$ cat config.mk
export PLATFORM = sky130hd
export DESIGN_NAME = i2c_slave_regs
export DESIGN_NICKNAME = d
export VERILOG_FILES = /design/src/rtl/i2c_slave_regs.sv
export SDC_FILE = /design/constraint.sdc
export NUM_CORES = 1
export LEC_CHECK = 0
export CORE_MARGIN = 3
export CORE_UTILIZATION = 35
export DETAILED_ROUTE_END_ITERATION = 6
export HOLD_SLACK_MARGIN = 0.12
export PLACE_DENSITY = 0.48
export SETUP_SLACK_MARGIN = 0.15
export SLEW_MARGIN = 15
export SYNTH_ARGS = -nofsm -noshare
export SYNTH_HDL_FRONTEND = slang
export SYNTH_SLANG_ARGS = --single-unit
export TNS_END_PERCENT = 50
$ cat constraint.sdc
create_clock -name clk -period 3.26 [get_ports clk]
set_input_delay 0.326 -clock clk [delete_from_list [all_inputs] [get_ports clk]]
set_output_delay 0.326 -clock clk [all_outputs]
set_load 0.05 [all_outputs]
$ cat src/rtl/i2c_slave_regs.sv
// -----------------------------------------------------------------------------
// i2c_slave_regs
//   I2C slave with a small bank of 8-bit registers. The master writes a
//   register pointer and then any number of data bytes, or reads from the
//   current pointer. The pointer wraps at NREG-1 and keeps its value between
//   transactions, so "write pointer, repeated START, read" performs a random
//   read. SCL/SDA are oversampled by clk.
//
// Ports
//   clk       system clock, at least 8x the SCL rate
//   rst       asynchronous active-low reset
//   scl       I2C clock from the master
//   sda_in    sampled SDA line level
//   sda_oe    1 = pull SDA low (open drain), 0 = release
//   busy      high while a transaction addressed to this device is running
//   wr_valid  one-clk pulse per register write
//   wr_addr   register index written (valid with wr_valid)
//   wr_data   byte written (valid with wr_valid)
// -----------------------------------------------------------------------------
module i2c_slave_regs #(
   parameter logic [6:0] DEV_ADDR = 7'b1000000,
   parameter int         NREG     = 16
) (
   input  logic       clk,
   input  logic       rst,
   input  logic       scl,
   input  logic       sda_in,
   output logic       sda_oe,
   output logic       busy,
   output logic       wr_valid,
   output logic [7:0] wr_addr,
   output logic [7:0] wr_data
);

   localparam int               PTR_W    = (NREG > 1) ? $clog2(NREG) : 1;
   localparam logic [PTR_W-1:0] PTR_LAST = PTR_W'(NREG - 1);
   localparam logic [8:0]       NREG_LIM = 9'(NREG);

   typedef enum logic [3:0] {
      S_IDLE,
      S_ADDR,
      S_ADDR_ACK,
      S_REG,
      S_REG_ACK,
      S_WDATA,
      S_WDATA_ACK,
      S_RDATA,
      S_RDATA_ACK,
      S_WAIT_STOP
   } state_t;

   // Synchronizers plus one extra stage of history for edge detection
   logic scl_s1_q, scl_s2_q, scl_prev_q;
   logic sda_s1_q, sda_s2_q, sda_prev_q;

   state_t           state_q,     state_d;
   logic [2:0]       bit_cnt_q,   bit_cnt_d;
   logic [7:0]       shreg_q,     shreg_d;
   // In the ACK states: set once the ACK slot is on the bus (slave ACK) or
   // once the master ACK has been seen (read ACK).
   logic             ack_phase_q, ack_phase_d;
   logic             rw_q,        rw_d;
   logic [PTR_W-1:0] ptr_q,       ptr_d;
   logic             sda_oe_q,    sda_oe_d;
   logic             busy_q,      busy_d;
   logic             wr_valid_q,  wr_valid_d;
   logic [7:0]       wr_addr_q,   wr_addr_d;
   logic [7:0]       wr_data_q,   wr_data_d;

   logic [7:0]       regs_q [NREG];
   logic             reg_we;

   logic             scl_rise, scl_fall, start_det, stop_det;
   logic [7:0]       rx_byte;
   logic [7:0]       rd_byte;
   logic [PTR_W-1:0] ptr_inc;

   assign scl_rise  = scl_s2_q & ~scl_prev_q;
   assign scl_fall  = ~scl_s2_q & scl_prev_q;
   // SCL must be high in both samples so an SDA change right at an SCL edge
   // is never mistaken for a bus condition.
   assign start_det = scl_s2_q & scl_prev_q & sda_prev_q & ~sda_s2_q;
   assign stop_det  = scl_s2_q & scl_prev_q & ~sda_prev_q & sda_s2_q;

   // Byte as it will be once the bit sampled on this rising edge is shifted in
   assign rx_byte = {shreg_q[6:0], sda_s2_q};
   assign rd_byte = regs_q[ptr_q];
   assign ptr_inc = (ptr_q == PTR_LAST) ? '0 : ptr_q + 1'b1;

   always_comb begin
      state_d     = state_q;
      bit_cnt_d   = bit_cnt_q;
      shreg_d     = shreg_q;
      ack_phase_d = ack_phase_q;
      rw_d        = rw_q;
      ptr_d       = ptr_q;
      sda_oe_d    = sda_oe_q;
      busy_d      = busy_q;
      wr_valid_d  = 1'b0;
      wr_addr_d   = wr_addr_q;
      wr_data_d   = wr_data_q;
      reg_we      = 1'b0;

      if (stop_det) begin
         state_d     = S_IDLE;
         sda_oe_d    = 1'b0;
         busy_d      = 1'b0;
         ack_phase_d = 1'b0;
      end else if (start_det) begin
         // Also the repeated-START path; busy comes back on address match
         state_d     = S_ADDR;
         bit_cnt_d   = '0;
         sda_oe_d    = 1'b0;
         busy_d      = 1'b0;
         ack_phase_d = 1'b0;
      end else begin
         case (state_q)
            S_ADDR: begin
               if (scl_rise) begin
                  shreg_d   = rx_byte;
                  bit_cnt_d = bit_cnt_q + 3'd1;
                  if (bit_cnt_q == 3'd7) begin
                     if (rx_byte[7:1] == DEV_ADDR) begin
                        state_d = S_ADDR_ACK;
                        busy_d  = 1'b1;
                        rw_d    = rx_byte[0];
                     end else begin
                        state_d = S_WAIT_STOP;
                     end
                  end
               end
            end

            S_ADDR_ACK: begin
               if (scl_fall) begin
                  if (!ack_phase_q) begin
                     ack_phase_d = 1'b1;
                     sda_oe_d    = 1'b1;
                  end else begin
                     ack_phase_d = 1'b0;
                     bit_cnt_d   = '0;
                     if (rw_q) begin
                        // MSB goes out on the same fall that ends the ACK
                        state_d  = S_RDATA;
                        shreg_d  = rd_byte;
                        sda_oe_d = ~rd_byte[7];
                     end else begin
                        state_d  = S_REG;
                        sda_oe_d = 1'b0;
                     end
                  end
               end
            end

            S_REG: begin
               if (scl_rise) begin
                  shreg_d   = rx_byte;
                  bit_cnt_d = bit_cnt_q + 3'd1;
                  if (bit_cnt_q == 3'd7) begin
                     if ({1'b0, rx_byte} < NREG_LIM) begin
                        ptr_d   = rx_byte[PTR_W-1:0];
                        state_d = S_REG_ACK;
                     end else begin
                        state_d = S_WAIT_STOP;
                     end
                  end
               end
            end

            S_REG_ACK, S_WDATA_ACK: begin
               if (scl_fall) begin
                  if (!ack_phase_q) begin
                     ack_phase_d = 1'b1;
                     sda_oe_d    = 1'b1;
                  end else begin
                     ack_phase_d = 1'b0;
                     sda_oe_d    = 1'b0;
                     bit_cnt_d   = '0;
                     state_d     = S_WDATA;
                  end
               end
            end

            S_WDATA: begin
               if (scl_rise) begin
                  shreg_d   = rx_byte;
                  bit_cnt_d = bit_cnt_q + 3'd1;
                  if (bit_cnt_q == 3'd7) begin
                     reg_we     = 1'b1;
                     wr_valid_d = 1'b1;
                     wr_addr_d  = 8'(ptr_q);
                     wr_data_d  = rx_byte;
                     ptr_d      = ptr_inc;
                     state_d    = S_WDATA_ACK;
                  end
               end
            end

            S_RDATA: begin
               if (scl_fall) begin
                  if (bit_cnt_q == 3'd7) begin
                     // All 8 bits are out: release for the master's ACK bit
                     sda_oe_d    = 1'b0;
                     ptr_d       = ptr_inc;
                     bit_cnt_d   = '0;
                     ack_phase_d = 1'b0;
                     state_d     = S_RDATA_ACK;
                  end else begin
                     // Rotate so the next bit to send sits in bit 7
                     shreg_d   = {shreg_q[6:0], shreg_q[7]};
                     sda_oe_d  = ~shreg_q[6];
                     bit_cnt_d = bit_cnt_q + 3'd1;
                  end
               end
            end

            S_RDATA_ACK: begin
               if (scl_rise) begin
                  if (!sda_s2_q) begin
                     ack_phase_d = 1'b1;
                  end else begin
                     state_d = S_WAIT_STOP;
                  end
               end else if (scl_fall && ack_phase_q) begin
                  ack_phase_d = 1'b0;
                  shreg_d     = rd_byte;
                  sda_oe_d    = ~rd_byte[7];
                  bit_cnt_d   = '0;
                  state_d     = S_RDATA;
               end
            end

            default: begin
               // S_IDLE and S_WAIT_STOP: only START/STOP leave these
            end
         endcase
      end
   end

   always_ff @(posedge clk or negedge rst) begin
      if (!rst) begin
         scl_s1_q    <= 1'b1;
         scl_s2_q    <= 1'b1;
         scl_prev_q  <= 1'b1;
         sda_s1_q    <= 1'b1;
         sda_s2_q    <= 1'b1;
         sda_prev_q  <= 1'b1;
         state_q     <= S_IDLE;
         bit_cnt_q   <= '0;
         shreg_q     <= '0;
         ack_phase_q <= 1'b0;
         rw_q        <= 1'b0;
         ptr_q       <= '0;
         sda_oe_q    <= 1'b0;
         busy_q      <= 1'b0;
         wr_valid_q  <= 1'b0;
         wr_addr_q   <= '0;
         wr_data_q   <= '0;
      end else begin
         scl_s1_q    <= scl;
         scl_s2_q    <= scl_s1_q;
         scl_prev_q  <= scl_s2_q;
         sda_s1_q    <= sda_in;
         sda_s2_q    <= sda_s1_q;
         sda_prev_q  <= sda_s2_q;
         state_q     <= state_d;
         bit_cnt_q   <= bit_cnt_d;
         shreg_q     <= shreg_d;
         ack_phase_q <= ack_phase_d;
         rw_q        <= rw_d;
         ptr_q       <= ptr_d;
         sda_oe_q    <= sda_oe_d;
         busy_q      <= busy_d;
         wr_valid_q  <= wr_valid_d;
         wr_addr_q   <= wr_addr_d;
         wr_data_q   <= wr_data_d;
      end
   end

   always_ff @(posedge clk or negedge rst) begin
      if (!rst) begin
         for (int i = 0; i < NREG; i++) begin
            regs_q[i] <= 8'h00;
         end
      end else if (reg_we) begin
         regs_q[ptr_q] <= rx_byte;
      end
   end

   assign sda_oe   = sda_oe_q;
   assign busy     = busy_q;
   assign wr_valid = wr_valid_q;
   assign wr_addr  = wr_addr_q;
   assign wr_data  = wr_data_q;

endmodule

==> reports/metrics.yaml <==
period_needed_ns: 2.67
critPathKind: "reg -> reg"
cts_tree: "yes"
clk-insertion-delay-late_ns: 0.43
cts_made_buffers: 17
ir_drop_v: 0.000230
vias: 5104
p_leak_nw: 4.38
clock-skew-final_ns: 0.0118
dp_hpwl_um: 13000
worstRegToRegCells: 7
drtIter0Drc: 391
clock_sinks: 170
synth_edf_count: 0
core_area_um2: 23500
post-route-util_pct: 40.7
r2r_end: "shreg_q[3]$_DFFE_PN0P_"
hold_class: "in -> reg"
grt_pass1_wl_um: 32300
netlist_area_um2: 8430
via_per_inst: 5.32
hold_viol_final: 0
seq_area_frac_synth_pct: 50.6
fp.dieW_um: 161
holdPathEnd: "scl_s1_q$_DFF_PN1_"
yosysUniqueCellTypes: 59
area_growth_pct: 13.8
power_density_nw_per_um2: 550
relSlewSlack_pct: 38.1
grt_max_degree: 76
ys_async_sr_fraction_pct: 100
gr-total-overflow: 0
wl_um: 20000
required_ns: 3.57
hold_path_depth: 1
crit_fanout: 23
setup_viol: 0
status: "completed"
clockRootBuffer: "clkbuf_16"
reg2reg_slack_ns: 0.59
rows: 56
cts_resized: 0
antenna_found_initial: 0
crit_path_end_kind: "flop"
dp.cells: 929
startpoint_type: "flop"
synth_warnings: 0
synth_ff_type: "dfrtp_1"
holdCritStartpoint: "scl"
cts_setup_buffers: 0
fp.dieArea_um2: 26000
path_clk_slew_ns: 0.07
routedWlPerCell_um: 20.9
drc: 0
dpl-instance-area_um2: 8970
fin_nets: 640
fin_setup_tns_ns: 0
boundaryPins: 23
initial_core_util_pct: 35.8
final_cell_mix: "dfrtp_1, mux2_2, mux4_2"
cts_max_level: 4
r2r_start: "ptr_q[0]$_DFFE_PN0P_"
avgSynthCellArea_um2: 13.7
layout_setup_ws_ns: 0.594
drv_cap: 0
cts_buffer_depth: 2
drive_gt1_share_pct: 42.7
fin_crit_sh_pct: 81.8
synthCells: 614
grt_use_total_pct: 16.3
die_y_um: 161
tightest_slew_ns: 0.929
layout_commonest_cell: "dfrtp_1"
rsz0062_at_grt: "no"
fill_cells: 2209
synth-seq-cells: 170
max_freq_ghz: 0.375
stdcell_count: 960
drv_slew: 0
grt_pass1_vias: 5307
gp_congestion: 0.834
finalInstanceArea_um2: 9590
drtPass1Iterations: 5
arrival_ns: 2.98
numPortBuffers: 18
place_ws_ns: 0.552
drtAntennaViolNets: 0
diodes: 0
crit_start: "ptr_q[0]$_DFFE_PN0P_"
kinds of logic after synthesis:
family | after synthesis | share of synthesized area [%]
buf+inv | 55 | 3.13
fa+ha+maj | 7 | 1.01
mux | 207 | 31.8
simple gates | 102 | 8.06
xor+xnor | 1 | 0.104
compound gates | 71 | 5.24
flops | 170 | 50.6
other cells | 1 | 0.0445
through the flow:
step	total power, mW	hold slack (ns)
3_3_place_gp	3.22	0.346
2_1_floorplan	2.90	0.0304
6_report	5.28	0.307
4_1_cts	5.34	0.292
3_5_place_dp	3.22	0.347
5_1_grt	5.54	0.281
critical path: stages, from the launching register on:
cell     delay [ns]
dfrtp_2        0.88
buf_4          0.38
mux4_2         0.54
mux2i_1        0.19
nor2_1         0.08
a21oi_1        0.12
o21ai_0        0.09
mux2_2         0.27
final cells by class:
type,instances,area (um2),area share (%)
clock buffer,21,460,4.80
clock inverter,9,140,1.46
sequential,170,4260,44.5
timing repair buffer,43,384,4.01
tap,319,399,4.16
multi-input combinational,392,3920,40.9
inverter,6,22.5,0.235
power breakdown:
part           switching, mW  total (mW)  internal (mW)
logic                  0.621       0.958          0.337
registers             0.0593        2.23           2.17
clock network          0.841        2.09           1.25
total                   1.52        5.28           3.75
metal layers:
metal  global-route usage [%]  up-vias  share of wire, %
met4                     3.75        0              0.76
met1                     23.4     2682                47
met5                        0        -                 0
met2                     25.8      102                48
met3                     3.28       10               3.8
li1                         -     2310                 -
worst max path at each step:
stage / end / slack, ns / cells past startpoint
2_1_floorplan: state_q[0]$_DFFE_PN0P_ / 1.26 / 7
3_3_place_gp: shreg_q[3]$_DFFE_PN0P_ / 0.55 / 7
3_5_place_dp: shreg_q[3]$_DFFE_PN0P_ / 0.55 / 7
4_1_cts: shreg_q[3]$_DFFE_PN0P_ / 0.54 / 7
5_1_grt: shreg_q[3]$_DFFE_PN0P_ / 0.38 / 7
6_report: shreg_q[3]$_DFFE_PN0P_ / 0.59 / 7
cells in the mapped netlist, drive strengths merged, types with 2 or more instances:
| cell type | number | area share, % |
|---|---|---|
| inv | 6 | 0.27 |
| o21ai | 21 | 1.2 |
| and3 | 2 | 0.15 |
| buf | 26 | 1.8 |
| mux4 | 33 | 8.8 |
| o22ai | 2 | 0.15 |
| clkbuf | 23 | 1.0 |
| nand2 | 21 | 0.94 |
| nor3b | 2 | 0.18 |
| a22o | 2 | 0.21 |
| dfstp | 6 | 1.9 |
| or4 | 2 | 0.22 |
| o31ai | 2 | 0.24 |
| o211ai | 4 | 0.36 |
| nand3b | 2 | 0.18 |
| nor2 | 20 | 0.92 |
| nor3 | 8 | 0.61 |
| a31oi | 4 | 0.30 |
| nand4 | 4 | 1.0 |
| dfrtp | 164 | 49 |
| mux2i | 17 | 2.0 |
| mux2 | 157 | 21 |
| a2bb2oi | 2 | 0.28 |
| a21oi | 24 | 1.4 |
| a22oi | 3 | 0.27 |
| ha | 6 | 0.89 |
| nor2b | 9 | 0.67 |
| nand2b | 7 | 0.52 |
| nand3 | 16 | 1.7 |
registers in the layout (all words and copies together) (netlist names):
signal and cells:
wr_addr 4, scl_s2_q 1, bit_cnt_q 3, sda_prev_q 1, shreg_q 8, wr_valid 1, scl_s1_q 1, rw_q 1
wr_data 8, state_q 4, ack_phase_q 1, regs_q 128, sda_s1_q 1, sda_s2_q 1, ptr_q 4, sda_oe 1
scl_prev_q 1, busy 1
what timing repair did:
action | 4_1_cts | 5_1_grt
endpoints found under the setup margin | 0 | 0
endpoints found under the hold margin | 67 | 0
hold buffers | 1 | 0
Power figures use the tool's default switching activity.
